===== config.mk =====
export PLATFORM = sky130hd
export DESIGN_NAME = sdram_req_arb
export DESIGN_NICKNAME = d
export VERILOG_FILES = /design/src/rtl/sdram_req_arb_pkg.sv /design/src/rtl/sdram_ref_timer.sv /design/src/rtl/sdram_req_arb.sv
export SDC_FILE = /design/constraint.sdc
export NUM_CORES = 1
export LEC_CHECK = 0
export ABC_CLOCK_PERIOD_IN_PS = 3900
export BUFFER_PORTS_ARGS = -buffer_cell sky130_fd_sc_hd__buf_4
export CAP_MARGIN = 20
export CORE_ASPECT_RATIO = 1.2
export CORE_MARGIN = 2
export CORE_UTILIZATION = 50
export CTS_BUF_LIST = sky130_fd_sc_hd__clkbuf_8
export DETAILED_ROUTE_END_ITERATION = 8
export PLACE_DENSITY = 0.8
export SLEW_MARGIN = 25
export SYNTH_ARGS = -nofsm -noshare
export SYNTH_HDL_FRONTEND = slang
export SYNTH_SLANG_ARGS = --single-unit

===== constraint.sdc =====
create_clock -name clk -period 3.9 [get_ports clk]
set_clock_uncertainty 0.05 [all_clocks]
set_input_delay 0.78 -clock clk [delete_from_list [all_inputs] [get_ports clk]]
set_output_delay 0.78 -clock clk [all_outputs]
set_load 0.02 [all_outputs]

===== src/rtl/sdram_req_arb_pkg.sv =====
// Shared definitions for the SDRAM request arbiter: FSM state encodings and default refresh period.
package sdram_req_arb_pkg;

  typedef enum logic [1:0] {
    ARB_IDLE = 2'd0,
    ARB_REF  = 2'd1,
    ARB_WR   = 2'd2,
    ARB_RD   = 2'd3
  } arb_state_t;

  // 7.8 us at 100 MHz
  localparam int REF_PERIOD_DEF = 781;

endpackage


===== src/rtl/sdram_ref_timer.sv =====
// Periodic refresh timer with a saturating (0..3) count of owed refreshes.
// Counter and backlog only run while init_done is high and clear when it drops.
module sdram_ref_timer
  import sdram_req_arb_pkg::*;
#(
  parameter int REF_PERIOD = REF_PERIOD_DEF
) (
  input  logic clk,
  input  logic rst_n,
  input  logic init_done,
  input  logic ref_ack,
  output logic ref_req
);

  localparam int CW = (REF_PERIOD > 1) ? $clog2(REF_PERIOD) : 1;

  logic [CW-1:0] cnt;
  logic [1:0]    pend;
  logic          wrap;

  assign wrap    = init_done && (cnt == CW'(REF_PERIOD - 1));
  assign ref_req = (pend != 2'd0);

  always_ff @(posedge clk or negedge rst_n) begin
    if (!rst_n) begin
      cnt  <= '0;
      pend <= 2'd0;
    end else if (!init_done) begin
      cnt  <= '0;
      pend <= 2'd0;
    end else begin
      cnt <= wrap ? '0 : cnt + CW'(1);
      // a wrap and an ack in the same cycle cancel out
      if (wrap && !ref_ack && pend != 2'd3)
        pend <= pend + 2'd1;
      else if (!wrap && ref_ack && pend != 2'd0)
        pend <= pend - 2'd1;
    end
  end

endmodule


===== src/rtl/sdram_req_arb.sv =====
// Grants one SDRAM operation at a time: refresh first, then write/read round-robin.
// Grant is registered (go one cycle after the request is sampled); busy states hold until ctrl_done.
module sdram_req_arb
  import sdram_req_arb_pkg::*;
#(
  parameter int REF_PERIOD = REF_PERIOD_DEF,
  parameter int ADDR_W     = 24,
  parameter int BURST_W    = 10
) (
  input  logic               clk,
  input  logic               rst_n,
  input  logic               init_done,
  input  logic               wr_req,
  input  logic [ADDR_W-1:0]  wr_addr,
  input  logic [BURST_W-1:0] wr_burst,
  input  logic               rd_req,
  input  logic [ADDR_W-1:0]  rd_addr,
  input  logic [BURST_W-1:0] rd_burst,
  output logic               wr_done,
  output logic               rd_done,
  output logic               ctrl_rd_wr,
  output logic [ADDR_W-1:0]  ctrl_addr,
  output logic [BURST_W-1:0] ctrl_burst,
  output logic               ctrl_wr_go,
  output logic               ctrl_rd_go,
  output logic               ctrl_ref_go,
  input  logic               ctrl_done
);

  arb_state_t state, nxt_state;
  logic       last_rd;
  logic       ref_req;
  logic       wr_vld, rd_vld;
  logic       grant_ref, grant_wr, grant_rd;
  logic       op_end;

  assign wr_vld = wr_req && (wr_burst != '0);
  assign rd_vld = rd_req && (rd_burst != '0);
  // a done coinciding with the go pulse belongs to no operation of ours
  assign op_end = ctrl_done && !(ctrl_wr_go || ctrl_rd_go || ctrl_ref_go);

  sdram_ref_timer #(.REF_PERIOD(REF_PERIOD)) u_ref_timer (
    .clk       (clk),
    .rst_n     (rst_n),
    .init_done (init_done),
    .ref_ack   (grant_ref),
    .ref_req   (ref_req)
  );

  always_comb begin
    nxt_state = state;
    grant_ref = 1'b0;
    grant_wr  = 1'b0;
    grant_rd  = 1'b0;
    case (state)
      ARB_IDLE: begin
        if (init_done) begin
          if (ref_req)               grant_ref = 1'b1;
          else if (wr_vld && rd_vld) begin
            grant_wr = last_rd;
            grant_rd = !last_rd;
          end
          else if (wr_vld)           grant_wr = 1'b1;
          else if (rd_vld)           grant_rd = 1'b1;
        end
        if (grant_ref)     nxt_state = ARB_REF;
        else if (grant_wr) nxt_state = ARB_WR;
        else if (grant_rd) nxt_state = ARB_RD;
      end
      default: begin
        if (op_end) nxt_state = ARB_IDLE;
      end
    endcase
  end

  always_ff @(posedge clk or negedge rst_n) begin
    if (!rst_n) begin
      state       <= ARB_IDLE;
      last_rd     <= 1'b1;
      ctrl_rd_wr  <= 1'b0;
      ctrl_addr   <= '0;
      ctrl_burst  <= '0;
      ctrl_wr_go  <= 1'b0;
      ctrl_rd_go  <= 1'b0;
      ctrl_ref_go <= 1'b0;
      wr_done     <= 1'b0;
      rd_done     <= 1'b0;
    end else begin
      state       <= nxt_state;
      ctrl_wr_go  <= grant_wr;
      ctrl_rd_go  <= grant_rd;
      ctrl_ref_go <= grant_ref;
      wr_done     <= (state == ARB_WR) && op_end;
      rd_done     <= (state == ARB_RD) && op_end;
      if (grant_wr) begin
        ctrl_addr  <= wr_addr;
        ctrl_burst <= wr_burst;
        ctrl_rd_wr <= 1'b0;
        last_rd    <= 1'b0;
      end else if (grant_rd) begin
        ctrl_addr  <= rd_addr;
        ctrl_burst <= rd_burst;
        ctrl_rd_wr <= 1'b1;
        last_rd    <= 1'b1;
      end
    end
  end

endmodule


==> results of run 1 <==
## flip-flops by register name (all words and copies together) (netlist names)
name              count
ctrl_addr            24
ctrl_burst           10
ctrl_rd_go            1
ctrl_rd_wr            1
ctrl_ref_go           1
ctrl_wr_go            1
last_rd               1
rd_done               1
state                 2
u_ref_timer.cnt      10
u_ref_timer.pend      2
wr_done               1
## routing by layer
metal / vias to the layer above / routed length (um) / part of all wire, % / global-route usage (%)
li1: 1482 / - / - / -
met1: 1494 / 3621 / 40 / 32.93
met2: 160 / 4457 / 49 / 42.69
met3: 33 / 665 / 7.4 / 5.610
met4: 0 / 273 / 3.0 / 9.821
met5: - / 0 / 0 / 0
## cell families after synthesis
family / synth area share, %
AOI/OAI and AO/OA: 28.63
and+or+nand+nor: 17.23
DFF: 43.01
buffers and inverters: 7.852
xor gates and xnor gates: 2.188
adders and majority gates: 0.7811
muxes: 0.3125
## worst reg2reg max path, stage by stage (launching register included)
cell     delay [ps]
dfrtp_1         450
or3b_1          510
or2_1           400
buf_4           310
o31ai_1         380
a31oi_1         130
## through the flow
stage / setup slack (ps) / hold WS (ps) / instances / total power, W
after global placement: 1069 / 421.5 / 487 / 0.002102
after CTS: 1382 / 448.0 / 495 / 0.002465
final: 1363 / 444.3 / 495 / 0.002462
after global routing: 1235 / 464.7 / 495 / 0.002610
after floorplan: 1503 / 409.5 / 322 / 0.001644
after detailed placement: 1047 / 426.5 / 487 / 0.002119
## area by class of cell
| class | count | area share [%] |
|---|---|---|
| inverter | 6 | 0.5453 |
| timing repair buffer | 122 | 22.18 |
| tap | 82 | 2.484 |
| clock buffer | 7 | 2.333 |
| multi-input combinational | 222 | 38.93 |
| sequential | 55 | 33.35 |
| clock inverter | 1 | 0.1818 |
## power by group
group	internal (W)	leakage (nW)	total (W)	switching, W
clock network	0.000162	0.0505	0.000348	0.000186
logic	0.000497	0.975	0.00121	0.000711
registers	0.000766	0.648	0.000906	0.000140
total	0.00143	1.67	0.00246	0.00104
## final timing paths
kind	startpoint	endpoint	slack [ps]	cells after the start
max in group asynchronous	rst_n	ctrl_addr[0]	2890	1
min in group asynchronous	rst_n	wr_done	450	1
hold reg to reg	ctrl_rd_wr	ctrl_rd_wr	440	1
setup reg to reg	state[1]	ctrl_burst[2]	1550	5
hold / removal	ctrl_rd_wr	ctrl_rd_wr	440	1
setup / recovery	rd_burst[6]	ctrl_burst[7]	1360	6
## placed cells by master (no fill, tap or decap), drive strengths merged, types with 3 or more instances in the layout
master and instances:
or4 4, nand4 34, nor2 15, or2 4
buf 122, xnor2 6, inv 6, nand3 5
nor3 5, nand2 8, o31ai 39, nor4 8
o31a 3, nor2b 3, dfrtp 54, clkbuf 7
a31oi 35, a221oi 30
==> flow_summary.toml, run 1 <==
[placement]
io_buffer_count = 113
gp_congestion = 0.8813
placedInstanceArea_sq_mm = 0.004019
place_hpwl_um = 6402

[power_and_ir_drop]
p_per_area_mw_per_mm2 = 596.2
p_leak_nw = 1.673
vdd_ir_drop_max_v = 0.0003905

[synthesis]
async_flop_share_pct = 100.0
synthCells = 322
synth_top_area_share_pct = 42.19
synth.most_common_cell = "dfrtp_1"
syn-mean-instance-area_sq_um = 9.947
synth_top_area_cell = "dfrtp_1"
synthTopCellsByCount = "dfrtp_1 (54), o31ai_1 (36), a31oi_1 (35)"
syn_area_sq_mm = 0.003203
synth-seq-cells = 55
yosysWarnings = 0
synth_cell_types = 43
synthTopCellsByArea = "dfrtp_1 (42%), o31ai_1 (8.4%), a221oi_1 (7.4%)"
syn_nets = 398
synth_edf_count = 0
synth_ff_type = "dfrtp_1"
yosysSeqAreaShare_pct = 43.01

[final_layout]
final_area_sq_mm = 0.004130
nNetsFinal = 488
drive_above_1_share_pct = 36.08
multi_input_area_sq_mm = 0.001608
areaGrowthSynthToFinish_pct = 28.95
antenna_cells = 0
fillers = 529
register_area_sq_mm = 0.001378
post-route-util_pct = 67.39

[sta]
finalMaxSlewViolations = 0
setup-violations-final = 0
fin_crit_sh_pct = 65.05
tightest_slew_ps = 689.2
fmax_mhz = 394.2
slew_headroom_pct = 54.05
tns_ps = 0
period_minus_slack_ps = 2537
grt_setup_unrepaired = "no"
hold_viol = 0

[drt]
wl_per_cell_um = 18.22
drc_errors = 0
viasPerCell = 6.402
drtIter0Drc = 253
route.vias.total = 3169
antenna_left = 0
wl_um = 9017
drt_first_pass_iters = 5

[clock_tree]
cts_buffers = 5
post-cts-setup-buffer-count = 0
cts_buffer_depth = 2
htree_levels = 2
clock_latency_ps = 310
clockRootBuffer = "clkbuf_8"
cts_tree = "done"
clkTransAtPathRegs_ps = 90
cts.sinks = 55
hold_buffers = 0
post_cts_resized = 0

[critical_path]
endpoint_kind = "register"
startpoint_type = "input port"
worstPathRequired_ps = 4040
cp_max_fo = 21
worst-path-buf-inv = 2
path_common_cell = "buf_4"
path_cells = "buf_4, or4_4, o31a_1, buf_4, o31ai_1, a31oi_1"
max_stage_delay_ps = 570
arrival_ps = 2670
setup.worst_path.class = "in2reg"
critPathTopFamily = "compound AO/OA/AOI/OAI gates"
cpMaxStageDelayCell = "or4_4"

[die]
fp.dieW_um = 77.07
die_area_sq_mm = 0.007065
design.core.area_sq_mm = 0.006128
placement_rows = 31
io_pins = 114
start_util_pct = 52.27
die_h_um = 91.68

[outcome]
status = "finished clean"

[global_route]
grt_pass1_wl_um = 14700
antenna_found_initial = 0
gr-usage-all-layers_pct = 25.72
grt_pass1_vias = 2994
grt_remaining_overflow = 0
grt_max_degree = 56

[worst_hold_path]
hp-class = "reg2reg"

[job]
cap_violations = 0
Note: power is estimated with default switching activity, not from simulation.
==> inputs of run 2 (changes only) <==
Settings changed: ABC_CLOCK_PERIOD_IN_PS 3900 to 2300, CORE_UTILIZATION 50 to 47, PLACE_DENSITY 0.8 to 0.79.
Clock period 3.9 ns to 2.3 ns, I/O delays scaled along.
==> flow_summary.toml, run 2 (synthesis results as in run 1) <==
[global_route]
gr-usage-all-layers_pct = 26.83
grt_pass1_vias = 3178
grt_max_degree = 56
grt_pass1_wl_um = 15880
antenna_found_initial = 0
grt_remaining_overflow = 0

[worst_hold_path]
hp-class = "in2async"

[final_layout]
finalNonFillerCells = 519
largest_registers = "ctrl_addr: 24 flops, ctrl_burst: 10 flops, u_ref_timer.cnt: 10 flops"
layout_commonest_cell = "buf_4"
areaGrowthSynthToFinish_pct = 33.95
antenna_cells = 0
drive_above_1_share_pct = 38.94
largest_reg_flops = 24
final_cell_mix = "buf_4 (141), dfrtp_1 (54), o31ai_1 (36)"
regMostFlops = "ctrl_addr"
nNetsFinal = 509

[clock_tree]
cts_tree = "done"
cts_buffer_depth = 2
clockRootBuffer = "clkbuf_8"
post_cts_resized = 0
post-cts-setup-buffer-count = 0
cts.sinks = 55
hold_buffers = 0
cts_buffers = 5
htree_levels = 2
clock_latency_ps = 310
clkTransAtPathRegs_ps = 100

[drt]
route.vias.total = 3346
drc_errors = 0
wl_per_cell_um = 19.12
wl_um = 9923
drt_first_pass_iters = 5
drtIter0Drc = 493
antenna_left = 0
viasPerCell = 6.447

[sta]
hold_viol = 0
tightest_slew_ps = 705.3
finalMaxSlewViolations = 0
whs_ps = 144.2
setup-violations-final = 0
fin_crit_sh_pct = 89.99
period_minus_slack_ps = 2070
slew_headroom_pct = 52.98
fmax_mhz = 483.1
grt_setup_unrepaired = "no"
tns_ps = 0

[critical_path]
cp_max_fo = 13
startpoint_type = "register"
setup.worst_path.class = "reg2reg"
arrival_ps = 2210
worstPathRequired_ps = 2440
endpoint_kind = "register"

[power_and_ir_drop]
p_leak_nw = 1.764
clock_power_share_pct = 12.5
p_per_area_mw_per_mm2 = 994.5
power_w = 0.004267
p_int_w = 0.002448
switching_share_pct = 42.63
p_seq_share_pct = 36.3
power_frac_comb_pct = 51.2
p_switching_w = 0.001819
vdd_ir_drop_max_v = 0.0004983

[outcome]
status = "finished clean"

[placement]
gp_congestion = 0.8998
dp_cells = 511
place_hpwl_um = 7203
io_buffer_count = 113

[die]
start_util_pct = 49.08
fp.dieW_um = 79.36
io_pins = 114
die_h_um = 94.43
die_area_sq_mm = 0.007494
design.core.area_sq_mm = 0.006526
placement_rows = 32

[job]
cap_violations = 0
## run 2: changes by cell type in the layout (fill, tap and decap cells not counted), sizes merged
| cell | delta |
|---|---|
| buf | +21 |
| clkbuf | -2 |
| clkinv | +1 |
| inv | +1 |
## run 2: worst paths after layout
path                       startpoint                  end  slack (ps)  depth (start not counted)
max in group asynchronous       rst_n        ctrl_addr[23]        1590                          1
min in group clk            init_done  u_ref_timer.pend[1]         370                          2
min                             rst_n           ctrl_rd_wr         140                          1
max reg2reg                  state[1]        ctrl_burst[8]         230                          5
max                          state[1]        ctrl_burst[8]         230                          5
min reg2reg                ctrl_rd_wr           ctrl_rd_wr         450                          1
## run 2: stage by stage
| step | setup slack (ps) | cell area (sq um) | util [%] |
|---|---|---|---|
| after global routing | 155.6 | 4290 | 65.74 |
| after detailed placement | -44.56 | 4205 | 64.44 |
| after CTS | 233.3 | 4290 | 65.74 |
| final | 230.2 | 4290 | 65.74 |
| after floorplan | 223.1 | 3203 | - |
| after global placement | 36.95 | 4205 | 64.44 |
## run 2: power groups by stage
stage          clock network [W]  registers [W]  logic (W)
2_1_floorplan                  0        0.00186   0.000925
3_3_place_gp                   0        0.00155    0.00213
3_5_place_dp                   0        0.00156    0.00219
4_1_cts                 0.000541        0.00155    0.00219
5_1_grt                 0.000567        0.00158    0.00235
6_report                0.000532        0.00155    0.00218
## run 2: area by class of cell
| cell class | count | area, sq um |
|---|---|---|
| well taps | 85 | 106.4 |
| clock buffers | 5 | 68.82 |
| repair buffers | 143 | 1099 |
| multi-input cells | 222 | 1600 |
| inverters | 6 | 22.52 |
| fillers | 569 | 2236 |
| flip-flops and latches | 55 | 1378 |
| clock inverters | 3 | 16.27 |
## run 2: layer usage
metal	vias up	track usage (%)	share of wire [%]	wire [um]
met5	-	0	0	0
met4	0	10.34	2.7	271
met3	18	3.059	7.4	739
met2	175	46.12	51	5083
met1	1624	34.63	39	3829
li1	1529	-	-	-
## run 2: worst max-delay path, cell delays in order (launching register included)
cell	delay, ps
dfrtp_1	450
or3b_1	420
or2_1	350
buf_4	240
o31ai_1	290
a31oi_1	140
